File: src/rtl/ring_counter_gen.sv
// Parametrised ring / Johnson sequencer with direction, parallel load and wrap pulse.
// Optional illegal-state self-correction is enabled by defining RING_SELF_CORRECT_EN.
module ring_counter_gen #(
  parameter int               WIDTH   = 4,
  parameter logic [WIDTH-1:0] RST_VAL = {1'b1, {(WIDTH-1){1'b0}}}
) (
  input  logic             clk,
  input  logic             rst,
  input  logic             en,
  input  logic             load,
  input  logic [WIDTH-1:0] load_val,
  input  logic             mode,
  input  logic             dir,
  output logic [WIDTH-1:0] cnt,
  output logic             tc,
  output logic             err
);

  logic [WIDTH-1:0] cnt_q, cnt_d;
  logic             tc_q, tc_d;
  logic [WIDTH-1:0] shift_nxt;

  // Johnson feedback is the ring feedback inverted, so mode simply XORs the wrapped bit.
  always_comb begin
    shift_nxt = cnt_q;
    if (dir) shift_nxt = {cnt_q[WIDTH-2:0], cnt_q[WIDTH-1] ^ mode};
    else     shift_nxt = {cnt_q[0] ^ mode, cnt_q[WIDTH-1:1]};
  end

`ifdef RING_SELF_CORRECT_EN
  logic             err_q, err_d;
  logic [5:0]       ones_cnt;
  logic [5:0]       edge_cnt;
  logic [WIDTH-1:0] edges;
  logic             illegal;

  // A single circular run of ones has exactly two boundaries, or none when all-0/all-1.
  always_comb begin
    ones_cnt = '0;
    edge_cnt = '0;
    edges    = cnt_q ^ {cnt_q[0], cnt_q[WIDTH-1:1]};
    for (int i = 0; i < WIDTH; i++) begin
      ones_cnt = ones_cnt + 6'(cnt_q[i]);
      edge_cnt = edge_cnt + 6'(edges[i]);
    end
    if (mode) illegal = !((edge_cnt == 6'd0) || (edge_cnt == 6'd2));
    else      illegal = (ones_cnt != 6'd1);
  end
`endif

  always_comb begin
    cnt_d = cnt_q;
    tc_d  = 1'b0;
`ifdef RING_SELF_CORRECT_EN
    err_d = 1'b0;
`endif
    if (load) begin
      cnt_d = load_val;
    end
`ifdef RING_SELF_CORRECT_EN
    else if (illegal) begin
      cnt_d = RST_VAL;
      err_d = 1'b1;
    end
`endif
    else if (en) begin
      cnt_d = shift_nxt;
      tc_d  = (shift_nxt == RST_VAL) && (cnt_q != RST_VAL);
    end
  end

  always_ff @(posedge clk or negedge rst) begin
    if (!rst) begin
      cnt_q <= RST_VAL;
      tc_q  <= 1'b0;
`ifdef RING_SELF_CORRECT_EN
      err_q <= 1'b0;
`endif
    end else begin
      cnt_q <= cnt_d;
      tc_q  <= tc_d;
`ifdef RING_SELF_CORRECT_EN
      err_q <= err_d;
`endif
    end
  end

  assign cnt = cnt_q;
  assign tc  = tc_q;
`ifdef RING_SELF_CORRECT_EN
  assign err = err_q;
`else
  assign err = 1'b0;
`endif

endmodule

File: config.mk
export PLATFORM = sky130hd
export DESIGN_NAME = ring_counter_gen
export DESIGN_NICKNAME = d
export VERILOG_FILES = /design/src/rtl/ring_counter_gen.sv
export SDC_FILE = /design/constraint.sdc
export NUM_CORES = 1
export LEC_CHECK = 0
export ABC_AREA = 1
export BUFFER_PORTS_ARGS = -buffer_cell sky130_fd_sc_hd__buf_2
export CORE_AREA = 8 8 45 47
export DETAILED_ROUTE_END_ITERATION = 8
export DIE_AREA = 0 0 53 55
export HOLD_SLACK_MARGIN = 0.1
export SLEW_MARGIN = 5
export SYNTH_ARGS = -nofsm -noshare
export SYNTH_HDL_FRONTEND = slang
export SYNTH_SLANG_ARGS = --single-unit
File: constraint.sdc
create_clock -name clk -period 1.3 [get_ports clk]
set_clock_uncertainty 0.2 [all_clocks]
set_input_delay 0.325 -clock clk [delete_from_list [all_inputs] [get_ports clk]]
set_output_delay 0.325 -clock clk [all_outputs]
set_load 0.05 [all_outputs]
After elaboration in Yosys (flattened, before gate mapping)
Index checks and enable logic that the tools add are counted.

word-level totals
  bits in writable memories = 0
  input bits = 10
  memory bits (read-only) = 0
  bits in latches = 0
  word-level logic and storage cells = 13
  memories = 0
  register bits after elaboration = 5

cells by class
  equality and inequality tests = 2
  reductions and logical operators = 2
  div/mod/pow operators = 0
  bitwise gates (word level) = 2
  shift-type cells = 0
  muxes and demuxes = 5
  order comparisons = 0
  add/subtract/negate cells = 0
  $mul = 0

operator list
  cell                                        count
  4-bit two-way mux                           3
  4-bit equality test, second input constant  1
  4-bit != test, second input constant        1
  1-bit two-way mux                           2
  2-bit nonzero test                          1
  1-bit XOR                                   2
  1-bit logical AND                           1

Longest topological paths before layout
Gate-level depths: netlist of the first run.

  depth in word-level cells = 6
  mapped depth = 6
  mapped depth without buffers = 6

Least setup slack after synthesis of the first run
OpenSTA, ideal clock, no wires.

  path type = flip-flop to flip-flop
  start = register cnt_q[3] (netlist: cnt[3])
  end = register tc_q (netlist: tc)
  library setup time = 0.114 ns
  stages on the path, launching flop included = 6
  data required time = 0.986 ns
  path buffers = 0
  slack = -0.105 ns
  arrival time = 1.090 ns
  cell sequence = dfstp_2 -> inv_1 -> o21ai_1 -> nor2_1 -> nand2_1 -> nor2_1

on the way
  cells in the longest elaborated chain, start to end = 6
  elaborated cells between the ends (all ways) = 7
  those cells by class = 2 x eq/ne; 3 x mux; 1 x bitwise; 1 x reduce/logical

ends and longest elaborated chain
  element                 RTL line  source
  from (decl)             19        logic [WIDTH-1:0] cnt_q, cnt_d;
  from (signal assigned)  80        cnt_q <= cnt_d;
  1-bit XOR               26        if (dir) shift_nxt = {cnt_q[WIDTH-2:0], cnt_q[WIDTH-1] ^ mode};
  4-bit two-way mux       26
  4-bit equality test     68        tc_d = (shift_nxt == RST_VAL) && (cnt_q != RST_VAL);
  1-bit logical AND (*)   68
  1-bit two-way mux (*)   66        else if (en) begin
  1-bit two-way mux (*)   57        if (load) begin
  net tc_d                20        logic tc_q, tc_d;
  to (signal assigned)    81        tc_q <= tc_d;
  to (decl)               20

Mark *: on every way through the listed nets, which the timed path passes. The rest lies on a longest branch.
A chain may end at the register's enable or synchronous reset.

Final worst setup path of the first run
  start = register cnt_q[3] (netlist: cnt[3])
  end = output cnt[3]

RTL lines
  element    RTL line  source
  to (decl)  14        output logic [WIDTH-1:0] cnt,

No word-level cell between the ends.

==> results of run 1 <==
final timing paths:
kind / from / endpoint / slack [ps]
worst max-delay path: cnt[3] / cnt[3] / -180
worst min-delay path: load_val[1] / cnt[1] / 110
worst max register to register: cnt[3] / tc / -100
worst min register to register: cnt[2] / cnt[2] / 420
max in group asynchronous: rst / cnt[3] / 460
min in group asynchronous: rst / tc / 220
area by class of cell:
type | instances | share of cell area
sequential | 5 | 0.234
multi-input combinational | 35 | 0.332
timing repair buffer | 21 | 0.298
inverter | 7 | 0.0523
tap | 16 | 0.0364
clock buffer | 4 | 0.0477
kinds of logic after synthesis:
group | count (synthesis)
AOI/OAI and AO/OA | 8
and+or+nand+nor | 26
other | 1
DFF | 5
buffers and inverters | 8
worst min-delay path, cell delays in order:
cell and delay [ps]:
buf_2 70, a22oi_1 60, nand2_1 60
power groups by stage:
stage / Clock, W / Sequential, W / Combinational (W)
floorplan: 0 / 0.000242 / 0.0000639
global placement: 0 / 0.000193 / 0.000160
detailed placement: 0 / 0.000193 / 0.000161
CTS: 0.000196 / 0.000186 / 0.000217
global route: 0.000203 / 0.000188 / 0.000261
finish: 0.000193 / 0.000186 / 0.000241
sequential cells by signal, summed over array words and instances (netlist names):
register and cells:
tc 1, cnt 4
metal layers:
layer	vias up	track usage	part of all wire	routed length, µm
met5	-	0	0	0
met4	0	0.0647	0.031	32
met3	5	0.0267	0.087	88
met2	12	0.111	0.48	489
met1	190	0.0799	0.40	406
li1	200	-	-	-
timing repair:
action                                  CTS  global route
hold buffers                              1             0
gates resized for setup                  14             6
endpoints found under the hold margin     5             0
endpoints found under the setup margin    5             7
pin swaps                                 0             3
gates cloned                              0             0
buffers inserted                          4             2
layout by cell type, fill, tap and decap left out, drive strengths merged:
cell / instances
clkbuf: 4
dlygate4sd3: 1
nor2: 5
a22oi: 4
nand2: 17
inv: 7
nand3: 3
dfstp: 1
buf: 20
o21ai: 3
dfrtp: 4
a21oi: 1
or2: 1
conb: 1
through the flow:
step                utilization  std cells
floorplan                     -         48
global placement          0.293         77
detailed placement        0.293         77
CTS                       0.369         86
global route              0.398         88
finish                    0.398         88
==> results by group, run 1 <==
Outcome
  – Status: finished, violations left
  – Failing checks: setup timing

Clocking
  – Root Buffer: clkbuf_4
  – Num CTS Buffers: 3
  – CTS tree: done
  – Worst-path clk slew: 50 ps
  – CTS Buffer Depth: 2
  – Clk sinks: 5
  – Htree depth: 1
  – Clk_lat worst skew: 250 ps

Placement
  – Pre-CTS setup slack: -30.9 ps
  – Final GP Congestion: 0.767
  – I/O Buffers: 14
  – Hpwl dp: 726 µm
  – Placed inst area: 405 µm²

Pwr
  – Internal power: 0.000391 W
  – Net Sw Frac: 0.370
  – Peak supply drop: 428 µV
  – Cell Pwr Density: 1130 nW/µm²
  – Comb power frac: 0.388
  – Leakage power: 0.297 nW
  – Total power: 0.000621 W
  – Power share of the clock group: 0.311
  – Sequential power share: 0.300
  – Switching power: 0.000230 W

Synth
  – Seq/Total Area, Yosys: 0.398
  – Largest family of logic cells by synthesized area: simple AND/OR/NAND/NOR gates
  – Post-Syn Nets: 58
  – Synth Register Bits: 5
  – Ys flop type: dfrtp_1
  – Count of unique library cells instantiated by Yosys: 13
  – Synth top cells by count: nand2_1, inv_1, nor2_1
  – Adder-Cell Fraction of Synth Area: 0
  – Post-synthesis cell area: 318 µm²
  – Post-synthesis mux area share: 0
  – Synth Area in XOR/XNOR: 0
  – Top-count cell post-synth: nand2_1
  – Syn. warnings: 0
  – Compound-Gate Fraction of Synth Area: 0.157
  – Post-synth top area cell: dfrtp_1
  – Top cell type's share of synthesized area: 0.315
  – Synth Area in Simple Gates: 0.327
  – Async S/R FF share, synth: 1.00
  – Synth top area cells: dfrtp_1, nand2_1, a22oi_1
  – Synth Area per Inst: 6.62 µm²
  – EDFF count, synth: 0
  – Cell count after synthesis: 48

Setup path
  – Startpoint type of the worst setup path: flip-flop
  – Crit path max-delay family: flip-flops
  – CP max-delay cell: dfstp_2
  – Crit end category: output port
  – Critical path peak fanout: 2
  – Worst Reg-to-Reg Cells: 8
  – Critical path class: reg2out
  – Crit path DAT: 950 ps
  – Critical Path Max Stage Delay: 550 ps
  – Critical-path cell list: buf_8
  – Required @ worst endpoint: 770 ps
  – Logic depth of the worst path, buffers included: 1
  – CP bufs+invs: 1

STA
  – Final Cycle Share: 1.14
  – Final Worst Setup Slack: -177 ps
  – Final Hold Viols: 0
  – Slew Viols, Final: 0
  – Hold_ws: 105 ps
  – Setup violators final: 8
  – FMAX: 677 MHz
  – Final setup TNS: -458 ps
  – RSZ-0062 raised after global routing: true
  – Post-layout minimum cycle time: 1480 ps

Finish
  – Synthesis-to-finish area growth: 73.2%
  – Layout cell share with drive strength beyond 1: 0.444
  – Final nets: 83
  – Multi-input logic area: 183 µm²
  – FF+latch area: 129 µm²
  – N_diodes: 0
  – # fillers: 140
  – Final Instance Area: 551 µm²

Floorplan
  – Initial core utilization: 0.230
  – Core Region: 1380 µm²
  – Top-level port count: 16
  – Die ar.: 2920 µm²
  – Row count: 14
  – Die H: 55 µm
  – Die Wd: 53 µm

GRT
  – Initial antenna violation count: 0
  – Largest net degree at the start of global routing: 9
  – Grt ovf: 0
  – GRT Total Usage: 0.0735
  – Vias in the first global route: 373
  – First-pass GRT wire length: 1540 µm

Route
  – Drt first pass iters: 1
  – Routed Antenna Nets: 0
  – DRT iter0 DRCs: 0
  – Detailed-route via count: 407
  – Final wirelength: 1020 µm
  – Routed len/inst: 11.6 µm
  – DR vias/cell: 4.63
  – # DRC: 0

Min path
  – WHS Path Cells: 3
  – Tightest Hold Check Type: in2reg

Run
  – Max-Cap Viols: 0
No activity file was read; power rests on OpenSTA's default activity.
==> run 2: changes to the inputs <==
--- a/config.mk
+++ b/config.mk
@@ -11,6 +11,7 @@
 export DETAILED_ROUTE_END_ITERATION = 8
 export DIE_AREA = 0 0 53 55
 export HOLD_SLACK_MARGIN = 0.1
+export PLACE_DENSITY = 0.57
 export SLEW_MARGIN = 5
 export SYNTH_ARGS = -nofsm -noshare
 export SYNTH_HDL_FRONTEND = slang
==> run 2 against run 1 <==
Effect of this change:
- the flow still finishes with violations (setup timing)
- clock power is 12% lower
- register-to-register slack improved by 50 ps
- flip-flop and latch count is the same
- hold slack improved by 28 ps
- first-iteration DRC count increased by 8
- critical path depth stayed put
- total power decreased by 7.3%
- sequential share of layout area rose by 1.8 points
- largest power group unchanged
- highest routed layer unchanged
==> results by group, run 2 (synthesized netlist as in run 1, its figures left out) <==
Setup path
  – Crit path max-delay family: flip-flops
  – Critical-path cell list: buf_8
  – Startpoint type of the worst setup path: flip-flop
  – CP bufs+invs: 1
  – Worst r2r src: cnt[3]
  – Required @ worst endpoint: 770 ps
  – Worst Reg-to-Reg Cells: 7
  – Crit path DAT: 920 ps
  – R2R setup slack: -50 ps
  – Critical Path Max Stage Delay: 540 ps
  – Critical path class: reg2out
  – CP max-delay cell: dfstp_2
  – Crit end category: output port
  – Reg-to-reg endpoint: tc
  – Critical path peak fanout: 2

Clocking
  – Num CTS Buffers: 3
  – Clk_lat worst skew: 230 ps
  – CTS Buffer Depth: 2
  – Htree depth: 1
  – Worst-path clk slew: 40 ps
  – Clk sinks: 5
  – CTS tree: done
  – Root Buffer: clkbuf_4

Finish
  – Largest register FFs: 4
  – Most common cell after layout, fill and taps aside: nand2_1
  – Layout cell share with drive strength beyond 1: 0.371
  – Final nets: 81
  – N_diodes: 0
  – Synthesis-to-finish area growth: 61.0%
  – Most frequent cells in the layout: nand2_1, buf_2, inv_1
  – Non-filler cells, final: 86
  – Util after Layout: 0.370

STA
  – Final Hold Viols: 0
  – Post-layout minimum cycle time: 1450 ps
  – Final setup TNS: -269 ps
  – Setup violators final: 6
  – RSZ-0062 raised after global routing: true
  – Final Worst Setup Slack: -146 ps
  – Slew Viols, Final: 0
  – Hold_ws: 134 ps
  – Final Cycle Share: 1.11
  – FMAX: 692 MHz

Floorplan
  – Core Region: 1380 µm²
  – Die H: 55 µm
  – Top-level port count: 16
  – Die Wd: 53 µm
  – Row count: 14
  – Initial core utilization: 0.230
  – Die ar.: 2920 µm²

GRT
  – Grt ovf: 0
  – Vias in the first global route: 364
  – Largest net degree at the start of global routing: 9
  – First-pass GRT wire length: 1460 µm
  – Initial antenna violation count: 0
  – GRT Total Usage: 0.0686

Pwr
  – Leakage power: 0.282 nW
  – Total power: 0.000576 W
  – Cell Pwr Density: 1120 nW/µm²
  – Peak supply drop: 460 µV

Route
  – Final wirelength: 943 µm
  – Detailed-route via count: 389
  – # DRC: 0
  – DR vias/cell: 4.52
  – Routed len/inst: 11.0 µm
  – DRT iter0 DRCs: 8
  – Drt first pass iters: 4
  – Routed Antenna Nets: 0

Placement
  – Placed insts: 77
  – Hpwl dp: 707 µm
  – I/O Buffers: 14
  – Final GP Congestion: 0.766

Min path
  – Tightest Hold Check Type: in2reg
  – Hold path startpoint: load_val[2]
  – Hold Path End: cnt[2]
  – WHS Path Cells: 3

Outcome
  – Status: finished, violations left
  – Failing checks: setup timing

Run
  – Max-Cap Viols: 0
==> run 2: worst max path at each step <==
stage	depth (start not counted)	slack, ps	startpoint	endpoint
final	1	-150	cnt[3]	cnt[3]
after CTS	1	-160	cnt[3]	cnt[3]
after global placement	1	-30	cnt[3]	cnt[3]
after global routing	1	-180	cnt[3]	cnt[3]
after detailed placement	1	-30	cnt[3]	cnt[3]
after floorplan	5	-50	cnt[3]	tc
==> run 2: layer usage <==
layer	wire (µm)	share of wire	track usage	vias to the layer above
met5	0	0	0	-
met4	9	0.0095	0.0647	0
met3	111	0.12	0.0267	2
met2	444	0.47	0.105	17
met1	377	0.40	0.0708	177
li1	-	-	-	193
==> run 2: where the power goes <==
part	switching, W	internal (W)
Combinational	0.000131	0.0000870
Clock	0.0000545	0.000115
Sequential	0.0000131	0.000175
Total	0.000199	0.000377
==> run 2: per-stage QoR <==
| step | instance area, µm² | worst slack, ps |
|---|---|---|
| floorplan | 323 | -47.8 |
| global placement | 405 | -28.1 |
| detailed placement | 405 | -28.2 |
| CTS | 512 | -159 |
| global route | 512 | -180 |
| finish | 512 | -146 |
==> run 2: area by class of cell <==
class,count,area (µm²)
Inverter,7,26.3
Sequential cell,5,129
Clock buffer,4,26.3
Tap cell,16,20.0
Timing Repair Buffer,19,149
Multi-Input combinational cell,35,161
Fill cell,153,872
==> run 2: timing repair <==
item,CTS,global route
buffers inserted,4,0
resized for setup,14,0
pin swaps,1,0
hold endpoints to repair,5,0
hold buffers,1,0
gates cloned,0,0
setup endpoints to repair,5,8
==> run 3: changes to the inputs <==
--- a/config.mk
+++ b/config.mk
@@ -6,6 +6,7 @@
 export NUM_CORES = 1
 export LEC_CHECK = 0
 export ABC_AREA = 1
+export ABC_CLOCK_PERIOD_IN_PS = 1600
 export BUFFER_PORTS_ARGS = -buffer_cell sky130_fd_sc_hd__buf_2
 export CORE_AREA = 8 8 45 47
 export DETAILED_ROUTE_END_ITERATION = 8
==> constraint.sdc (replaced) <==
create_clock -name clk -period 1.6 [get_ports clk]
set_clock_uncertainty 0.2 [all_clocks]
set_input_delay 0.4 -clock clk [delete_from_list [all_inputs] [get_ports clk]]
set_output_delay 0.4 -clock clk [all_outputs]
set_load 0.05 [all_outputs]
==> run 3 against run 2 <==
Effect of this change:
- the run now ends clean
- die area is the same
- register-to-register slack gained 370 ps
- sequential share of layout area grew 3.2 points
- flip-flop and latch count is the same
- critical path depth is the same
- combinational power shrank 39%
- highest routed layer is now met3
==> results by group, run 3 (synthesized netlist as in run 1, its figures left out) <==
GRT
  – GRT Total Usage: 0.0619
  – Layer with the highest usage: met2
  – GRT met1 Usage: 0.0643
  – Met3 Use GR: 0.0187
  – Initial antenna violation count: 0
  – Vias in the first global route: 348
  – Largest net degree at the start of global routing: 9
  – Grt ovf: 0
  – GR Util met2: 0.102
  – First-pass GRT wire length: 1320 µm

Route
  – Final wirelength: 821 µm
  – Routed Antenna Nets: 0
  – Detailed-route via count: 341
  – DR vias/cell: 4.16
  – Routed len/inst: 10.0 µm
  – DRT iter0 DRCs: 6
  – # DRC: 0
  – Drt first pass iters: 2

STA
  – FMAX: 643 MHz
  – Final Worst Setup Slack: 44.5 ps
  – Post-layout minimum cycle time: 1560 ps
  – Final Cycle Share: 0.972
  – RSZ-0062 raised after global routing: false
  – Final setup TNS: 0 ps
  – Setup violators final: 0
  – Final Hold Viols: 0
  – Slew Viols, Final: 0

Finish
  – N_diodes: 0
  – Layout cell share with drive strength beyond 1: 0.273
  – Synthesis-to-finish area growth: 40.2%
  – Most common cell after layout, fill and taps aside: nand2_1
  – # fillers: 155
  – Util after Layout: 0.322
  – Final nets: 77
  – Non-filler cells, final: 82
  – Largest register FFs: 4
  – Most frequent cells in the layout: nand2_1, buf_2, inv_1

Floorplan
  – Die H: 55 µm
  – Initial core utilization: 0.230
  – Top-level port count: 16
  – Row count: 14
  – Core Region: 1380 µm²
  – Die Wd: 53 µm
  – Die ar.: 2920 µm²

Run
  – Max-Cap Viols: 0

Setup path
  – Critical-path cell list: buf_6
  – Startpoint type of the worst setup path: flip-flop
  – Required @ worst endpoint: 1000 ps
  – CP max-delay cell: dfstp_2
  – Crit path max-delay family: flip-flops
  – Crit end category: output port
  – Crit path DAT: 960 ps
  – Critical Path Max Stage Delay: 560 ps
  – CP bufs+invs: 1
  – Critical path peak fanout: 4
  – Critical path class: reg2out

Min path
  – Tightest Hold Check Type: in2reg

Pwr
  – Leakage power: 0.256 nW
  – Cell Pwr Density: 963 nW/µm²
  – Peak supply drop: 335 µV
  – Total power: 0.000429 W

Placement
  – Placed insts: 77
  – I/O Buffers: 14
  – Final GP Congestion: 0.734
  – Pre-CTS setup slack: 199 ps

Clocking
  – CTS tree: done
  – Worst-path clk slew: 40 ps
  – CTS Buffer Depth: 2
  – Clk sinks: 5
  – Clk_lat worst skew: 240 ps
  – Root Buffer: clkbuf_4
  – Num CTS Buffers: 3
  – Htree depth: 1

Outcome
  – Status: finished, final reports clean
-- run 3: cell types whose count changed in the layout (fill, tap and decap cells not counted), moves of 2 or more --
cell     previous run  this run
buf_4               4         1
buf_8               2         0
buf_2               9        12
dfrtp_2             2         0
buf_6               3         1
dfrtp_1             2         4
-- run 3: area by class of cell --
class	instances	area, µm²	share of cell area
multi-input combinational	35	158	0.354
inverter	7	26.3	0.0590
timing repair buffer	15	88.8	0.199
clock buffer	4	26.3	0.0590
tap	16	20.0	0.0449
sequential	5	126	0.284
-- run 3: metal layers --
layer | routed length (µm) | vias up
li1 | - | 186
met1 | 330 | 145
met2 | 408 | 10
met3 | 83 | 0
met4 | 0 | 0
met5 | 0 | -
-- run 3: stage by stage --
step / hold WS [ps] / cell area [µm²]
after floorplan: -95.6 / 318
after global placement: 16.1 / 400
after global routing: 220 / 445
after detailed placement: 19.5 / 400
after CTS: 207 / 439
final: 209 / 445
-- run 3: worst reg2reg max path: stages (launching register included) --
cell and delay (ps):
dfstp_2 560, inv_1 80, o21ai_1 160, nor2_1 70
nand2_1 60, nor2_1 40
-- run 3: power breakdown --
group | switching (W) | internal (W)
combinational | 0.0000913 | 0.0000428
sequential | 0.0000139 | 0.000141
clock | 0.0000462 | 0.0000939
-- run 3: path summary, 6_finish.rpt --
kind	startpoint	end	slack (ps)	depth (start not counted)
max reg2reg	cnt[3]	tc	320	5
max	cnt[3]	cnt[3]	40	1
max in group asynchronous	rst	cnt[3]	690	2
min in group asynchronous	rst	tc	300	2
min	load_val[1]	cnt[1]	210	3
min reg2reg	cnt[2]	cnt[2]	360	2
-- run 3: repair_timing --
action / 4_1_cts / 5_1_grt
endpoints found under the hold margin: 5 / 0
gates cloned: 0 / 0
resized for setup: 1 / 3
setup buffers: 0 / 0
setup endpoints to repair: 1 / 2
hold buffers: 1 / 0
